$ cat config.mk
export PLATFORM = sky130hd
export DESIGN_NAME = ro_freq_compare
export DESIGN_NICKNAME = d
export VERILOG_FILES = /design/src/rtl/ro_freq_compare.sv
export SDC_FILE = /design/constraint.sdc
export NUM_CORES = 1
export LEC_CHECK = 0
export BUFFER_PORTS_ARGS = -buffer_cell sky130_fd_sc_hd__buf_2
export CAP_MARGIN = 15
export CELL_PAD_IN_SITES_DETAIL_PLACEMENT = 0
export CELL_PAD_IN_SITES_GLOBAL_PLACEMENT = 1
export CORE_ASPECT_RATIO = 0.5
export CORE_MARGIN = 4
export CORE_UTILIZATION = 49
export CTS_CLUSTER_DIAMETER = 50
export DETAILED_ROUTE_END_ITERATION = 10
export GPL_TIMING_DRIVEN = 0
export PLACE_DENSITY = 0.82
export REMOVE_ABC_BUFFERS = 1
export SETUP_SLACK_MARGIN = 0.2
export SLEW_MARGIN = 30
export SYNTH_ARGS = -nofsm -noshare
export SYNTH_HDL_FRONTEND = slang
export SYNTH_SLANG_ARGS = --single-unit
$ cat constraint.sdc
create_clock -name ICE_CLK -period 5.2 [get_ports ICE_CLK]
set_input_delay 0.26 -clock ICE_CLK [delete_from_list [all_inputs] [get_ports ICE_CLK]]
set_output_delay 0.26 -clock ICE_CLK [all_outputs]
set_load 0.05 [all_outputs]
$ cat src/rtl/ro_freq_compare.sv
// Counts rising edges of two asynchronous RO taps over a fixed gate window and emits a PUF bit.
// Define RO_COMPARE_CONTINUOUS_EN for free-running back-to-back measurements.
module ro_freq_compare #(
    parameter int unsigned GATE_CYCLES = 1200000,
    parameter int unsigned CNT_W       = 16,
    parameter int unsigned SYNC_STAGES = 2
) (
    input  logic             ICE_CLK,
    input  logic             rst,
    input  logic             start,
    input  logic             ro_a,
    input  logic             ro_b,
    output logic             busy,
    output logic             done,
    output logic [CNT_W-1:0] count_a,
    output logic [CNT_W-1:0] count_b,
    output logic             resp,
    output logic             ovf
);

    localparam int unsigned GW = $clog2(GATE_CYCLES + 1);
    localparam int unsigned SW = $clog2(SYNC_STAGES + 1);
    localparam int unsigned TW = (GW > SW) ? GW : SW;

    typedef enum logic [1:0] {StIdle, StSettle, StGate, StDone} state_e;

    state_e state_q, state_d;
    logic [TW-1:0] timer_q, timer_d;

    logic [SYNC_STAGES-1:0] sync_a_q, sync_b_q;
    logic                   dly_a_q, dly_b_q;
    logic                   edge_a, edge_b;

    logic [CNT_W-1:0] cnt_a_q, cnt_a_d, cnt_b_q, cnt_b_d;
    logic             sat_a_q, sat_a_d, sat_b_q, sat_b_d;
    logic             clear, load;

    logic [CNT_W-1:0] count_a_q, count_b_q;
    logic             resp_q, ovf_q;

    assign edge_a = sync_a_q[SYNC_STAGES-1] & ~dly_a_q;
    assign edge_b = sync_b_q[SYNC_STAGES-1] & ~dly_b_q;

    always_comb begin
        state_d = state_q;
        timer_d = timer_q;
        clear   = 1'b0;
        load    = 1'b0;
        unique case (state_q)
            StIdle: begin
                if (start) begin
                    state_d = StSettle;
                    timer_d = '0;
                    clear   = 1'b1;
                end
            end
            StSettle: begin
                // Hold long enough for edges already in the sync pipeline to drain.
                if (timer_q == TW'(SYNC_STAGES)) begin
                    state_d = StGate;
                    timer_d = '0;
                end else begin
                    timer_d = timer_q + 1'b1;
                end
            end
            StGate: begin
                if (timer_q == TW'(GATE_CYCLES - 1)) begin
                    state_d = StDone;
                    load    = 1'b1;
                end else begin
                    timer_d = timer_q + 1'b1;
                end
            end
            StDone: begin
`ifdef RO_COMPARE_CONTINUOUS_EN
                state_d = StSettle;
                timer_d = '0;
                clear   = 1'b1;
`else
                state_d = StIdle;
`endif
            end
            default: state_d = StIdle;
        endcase
    end

    // Saturating edge counters; next-values include an edge on the final gate cycle.
    always_comb begin
        cnt_a_d = cnt_a_q;
        cnt_b_d = cnt_b_q;
        sat_a_d = sat_a_q;
        sat_b_d = sat_b_q;
        if (state_q == StGate && edge_a) begin
            if (&cnt_a_q) sat_a_d = 1'b1;
            else          cnt_a_d = cnt_a_q + 1'b1;
        end
        if (state_q == StGate && edge_b) begin
            if (&cnt_b_q) sat_b_d = 1'b1;
            else          cnt_b_d = cnt_b_q + 1'b1;
        end
    end

    always_ff @(posedge ICE_CLK) begin
        if (rst) begin
            state_q   <= StIdle;
            timer_q   <= '0;
            sync_a_q  <= '0;
            sync_b_q  <= '0;
            dly_a_q   <= 1'b0;
            dly_b_q   <= 1'b0;
            cnt_a_q   <= '0;
            cnt_b_q   <= '0;
            sat_a_q   <= 1'b0;
            sat_b_q   <= 1'b0;
            count_a_q <= '0;
            count_b_q <= '0;
            resp_q    <= 1'b0;
            ovf_q     <= 1'b0;
        end else begin
            state_q  <= state_d;
            timer_q  <= timer_d;
            sync_a_q <= {sync_a_q[SYNC_STAGES-2:0], ro_a};
            sync_b_q <= {sync_b_q[SYNC_STAGES-2:0], ro_b};
            dly_a_q  <= sync_a_q[SYNC_STAGES-1];
            dly_b_q  <= sync_b_q[SYNC_STAGES-1];
            if (clear) begin
                cnt_a_q <= '0;
                cnt_b_q <= '0;
                sat_a_q <= 1'b0;
                sat_b_q <= 1'b0;
            end else begin
                cnt_a_q <= cnt_a_d;
                cnt_b_q <= cnt_b_d;
                sat_a_q <= sat_a_d;
                sat_b_q <= sat_b_d;
            end
            if (load) begin
                count_a_q <= cnt_a_d;
                count_b_q <= cnt_b_d;
                resp_q    <= (cnt_a_d > cnt_b_d);
                ovf_q     <= sat_a_d | sat_b_d;
            end
        end
    end

    assign busy    = (state_q == StSettle) || (state_q == StGate);
    assign done    = (state_q == StDone);
    assign count_a = count_a_q;
    assign count_b = count_b_q;
    assign resp    = resp_q;
    assign ovf     = ovf_q;

endmodule
Yosys cells after proc, flatten, opt, wreduce, memory -nomap -nowiden
Index checks and enable logic that the tools add are counted.
{"block": "word_totals", "reg_bits": 97, "in_bits": 5, "out_inout_bits": 36, "wordCells": 62}
{"block": "op_classes", "add_sub_neg": 3, "order_cmp": 1, "eq_ne": 9, "mux": 20, "n_bitwise": 5, "n_reduce_logical": 10}
{"cell": "two-way mux 16 bit", "n": 4}
{"cell": "two-way mux 21 bit", "n": 3}
{"cell": "one-hot mux 21 bit (3 select lines)", "n": 1}
{"cell": "adder 16 x 1 -> 16 bit, second input constant", "n": 2}
{"cell": "AND reduction 16 bit", "n": 2}
{"cell": "adder 21 x 1 -> 21 bit, second input constant", "n": 1}
{"cell": "equality test 21 x 2 -> 1 bit, second input constant", "n": 1}
{"cell": "equality test 21 bit, second input constant", "n": 1}
{"cell": "> comparator 16 bit", "n": 1}
{"cell": "two-way mux 1 bit", "n": 8}
{"cell": "!= test 2 bit, second input constant", "n": 4}
{"cell": "one-hot mux 2 bit (4 select lines)", "n": 1}
{"cell": "two-way mux 2 bit", "n": 3}
{"cell": "AND reduction 3 bit", "n": 2}
{"cell": "equality test 2 bit, second input constant", "n": 2}
{"cell": "nonzero test 3 bit", "n": 1}
{"cell": "bitwise AND 1 bit", "n": 2}
{"cell": "equality test 2 x 1 -> 1 bit, second input constant", "n": 1}
{"cell": "logical AND 1 bit", "n": 2}
{"cell": "zero test 2 bit", "n": 1}
{"cell": "NOT 1 bit", "n": 2}
{"cell": "OR reduction 2 bit", "n": 1}
{"cell": "logical OR 1 bit", "n": 1}
{"cell": "OR 1 bit", "n": 1}

Logic depth before layout (Yosys ltp)
{"block": "depth", "ltp_word": 5, "ltp_mapped": 14}

Worst setup path after synthesis
OpenSTA, ideal clock, no wires.
{"block": "synth_timing", "path_kind": "reg-to-reg", "startpoint": "reg state_q[0]", "endpoint": "reg resp_q (netlist: resp)", "t_arrival_ns": 3.004, "t_required_ns": 5.069, "setup_slack_ns": 2.066, "stages_incl_launch_ff": 14, "path_buffers": 0, "period_less_slack_ns": 3.134, "cell_sequence": "dfxtp_1 inv_1 ha_1 nand3b_1 or4_1 o31a_1 a211oi_1 inv_1 ha_1 nand4_1 nor2_1 a221o_1 nor3_1 o41ai_2"}
{"block": "synth_between", "elab_chain_len": 4}
{"element": "start, declared", "line_no": "27", "rtl": "state_e state_q, state_d;"}
{"element": "start signal, assigned", "line_no": "105", "rtl": "state_q <= StIdle;"}
{"element": "start signal, assigned", "line_no": "120", "rtl": "state_q <= state_d;"}
{"element": "equality test 2 bit", "line_no": "93", "rtl": "if (state_q == StGate && edge_a) begin"}
{"element": "logical AND 1 bit", "line_no": "93"}
{"element": "two-way mux 16 bit", "line_no": "93"}
{"element": "named net cnt_a_d[15]", "line_no": "34", "rtl": "logic [CNT_W-1:0] cnt_a_q, cnt_a_d, cnt_b_q, cnt_b_d;"}
{"element": "> comparator 16 bit", "line_no": "140", "rtl": "resp_q <= (cnt_a_d > cnt_b_d);"}
{"element": "end signal, assigned", "line_no": "140"}
{"element": "end, declared", "line_no": "39", "rtl": "logic resp_q, ovf_q;"}
The timed path passes the listed nets, and every way through them passes these cells.
A chain may end at the register's enable or synchronous reset.

Worst setup path in the final report
Same ends and word-level chain as after synthesis.

==> impl_metrics.json <==
{
  "max_freq_mhz": 252.5,
  "die_h_um": 79.15,
  "clk_pin_slew_worst_paths_ns": 0.07,
  "finalSetupViolations": 0,
  "hold_viol": 0,
  "arrival_ns": 4.21,
  "routed_wirelength_um": 11660,
  "fin_util_pct": 57.45,
  "wl_met2_um": 5069,
  "ys_warn_count": 0,
  "final_nets": 625,
  "io_buffers": 40,
  "post_cts_buffers": 0,
  "cts_tree": "yes",
  "post_cts_resized": 0,
  "antenna_found_initial": 0,
  "ys.flop_type": "dfxtp_1",
  "h-tree-depth": 3,
  "rows": 25,
  "synth_cells": 573,
  "drtIter0Drc": 238,
  "routed.top_layer": "met4",
  "rsz0062_at_grt": "no",
  "fin_skew_ns": 0.008920,
  "overflow": 0,
  "synthDistinctLibCells": 59,
  "wl_met3_um": 444,
  "area_growth_pct": 11.93,
  "synth-seq-area-share_pct": 39.14,
  "end_kind": "register",
  "cts_sinks": 97,
  "gp_congestion": 0.8160,
  "route.detailed.drc": 0,
  "synth-seq-cells": 97,
  "holdWs_ns": 0.1229,
  "drive_gt1_share_pct": 15.14,
  "syn_area_um2": 4961,
  "drt-wirelength-per-cell_um": 15.84,
  "ioPinCount": 41,
  "final_cell_mix": "dfxtp_1, nor2_1, buf_2",
  "grt_start_max_net_pins": 50,
  "max_cap_violations": 0,
  "setup_ws_ns": 1.239,
  "critical_path_class": "reg2reg",
  "crit_path_max_fanout": 11,
  "clk_root_buffer_cell": "clkbuf_16",
  "grt_pass1_wl_um": 20340,
  "drtPass1Iterations": 4,
  "layout_commonest_cell": "dfxtp_1",
  "antenna_cells": 0,
  "syn_area_per_cell_um2": 8.658,
  "maxSlewViolCount": 0,
  "ctsHoldBuffers": 0,
  "worst_ir_drop_vdd_v": 0.0001564,
  "place_ws_ns": 1.278,
  "first_global_vias": 4068,
  "fin_crit_sh_pct": 76.16,
  "cts_buffer_depth": 2,
  "core_um2": 9666,
  "track_usage_pct": 21.27,
  "min_period_ns": 3.961,
  "leakage_nw": 2.045,
  "clk_latency_ns": 0.35,
  "hold_path.class": "in2reg",
  "die_area_um2": 11900,
  "die-width_um": 150.3,
  "power.density_nw_per_um2": 303.7,
  "wirelength_met1_um": 5974,
  "postRouteAntennaNets": 0,
  "viasPerCell": 5.704,
  "dp_hpwl_um": 8307,
  "synth-edff-count": 0,
  "synthArstFlopShare_pct": 0,
  "floorplan.initialDensity_pct": 51.33,
  "slew_headroom_pct": 43.53,
  "status": "finished, final reports clean",
  "tightest_slew_ns": 0.8393,
  "num_vias": 4198,
  "worstPathRequired_ns": 5.45,
  "cts_buffers": 9,
  "tns_ns": 0,
  "start_kind": "register"
}
layout make-up:
type,instances,area [µm²]
Fill cell,925,4113
Multi-Input combinational cell,408,2731
Sequential cell,97,1942
Timing Repair Buffer,43,260.3
Clock buffer,10,239.0
Tap cell,135,168.9
Inverter,37,138.9
Clock inverter,6,72.57
routing by layer:
metal	vias up	GRT usage, %
li1	2136	-
met1	1975	29.49
met2	71	33.18
met3	16	4.789
met4	0	6.204
met5	-	0
cell families (layout without fill, tap and decap cells):
| family | after synthesis | in the layout | synth area share [%] |
|---|---|---|---|
| muxes | 5 | 5 | 1.034 |
| buffers and inverters | 68 | 96 | 6.078 |
| xor gates and xnor gates | 21 | 21 | 3.707 |
| AOI/OAI and AO/OA | 132 | 132 | 20.48 |
| and+or+nand+nor | 226 | 226 | 23.51 |
| DFF | 97 | 97 | 39.14 |
| adders and majority gates | 24 | 24 | 6.053 |
metrics by stage:
step,cells,power [W],area [µm²]
2_1_floorplan,542,0.0009342,4798
3_3_place_gp,717,0.0009935,5167
3_5_place_dp,720,0.001011,5241
4_1_cts,736,0.001706,5553
5_1_grt,736,0.001760,5553
6_report,736,0.001686,5553
worst max-delay path, cell delays in order, from the launching register on:
cell,delay [ns]
dfxtp_1,0.33
inv_1,0.10
ha_1,0.47
nand3b_1,0.28
or4_1,0.61
o31a_1,0.26
a211oi_1,0.46
inv_1,0.09
ha_1,0.31
nand4_1,0.18
a2111oi_0,0.41
nor3_1,0.10
o41ai_2,0.27
report_power, final:
group	leakage [nW]	switching (W)	internal, W
Sequential	0.782	0.00000961	0.000753
Clock	0.150	0.000303	0.000392
Combinational	1.11	0.000159	0.0000693
Total	2.05	0.000472	0.00121
worst paths after layout:
check              start          end  slack (ns)  cells past startpoint
min                 ro_b  sync_b_q[0]        0.12                      2
min reg2reg  sync_a_q[0]  sync_a_q[1]        0.44                      1
max reg2reg   state_q[0]         resp        1.24                     12
max           state_q[0]         resp        1.24                     12
flip-flops by register name, indices dropped and copies added, names as in the netlist:
| name | cells |
|---|---|
| timer_q | 21 |
| cnt_a_q | 16 |
| cnt_b_q | 16 |
| count_a | 16 |
| count_b | 16 |
| state_q | 2 |
| sync_a_q | 2 |
| sync_b_q | 2 |
| dly_a_q | 1 |
| dly_b_q | 1 |
| ovf | 1 |
| resp | 1 |
| sat_a_q | 1 |
| sat_b_q | 1 |
synth_stat cells (3+ instances only):
master | number | area [µm²]
mux2i_1 | 4 | 40.04
and4_1 | 3 | 26.28
a211oi_2 | 19 | 237.7
nand2_1 | 27 | 101.4
or4_1 | 4 | 30.03
buf_2 | 7 | 35.03
xor2_1 | 17 | 148.9
nor2b_1 | 11 | 68.82
o211ai_1 | 5 | 37.54
and3_1 | 10 | 62.56
o21ai_0 | 16 | 80.08
xnor2_1 | 4 | 35.03
dfxtp_1 | 97 | 1942
nand3b_1 | 5 | 37.54
clkbuf_1 | 17 | 63.81
o31ai_1 | 8 | 60.06
a211oi_1 | 12 | 90.09
inv_1 | 37 | 138.9
ha_1 | 24 | 300.3
nand4_1 | 19 | 118.9
nor3b_1 | 3 | 22.52
buf_6 | 3 | 33.78
o22ai_1 | 8 | 50.05
nor2_1 | 75 | 281.5
nor4_1 | 9 | 56.30
a31oi_1 | 5 | 31.28
or3_1 | 4 | 25.02
a21oi_1 | 22 | 110.1
o2111ai_1 | 6 | 52.55
nor3_1 | 11 | 55.05
a22oi_1 | 8 | 60.06
buf_4 | 4 | 30.03
and2_1 | 4 | 25.02
nand2b_1 | 7 | 43.79
nand3_1 | 26 | 130.1
Power figures use the tool's default switching activity.
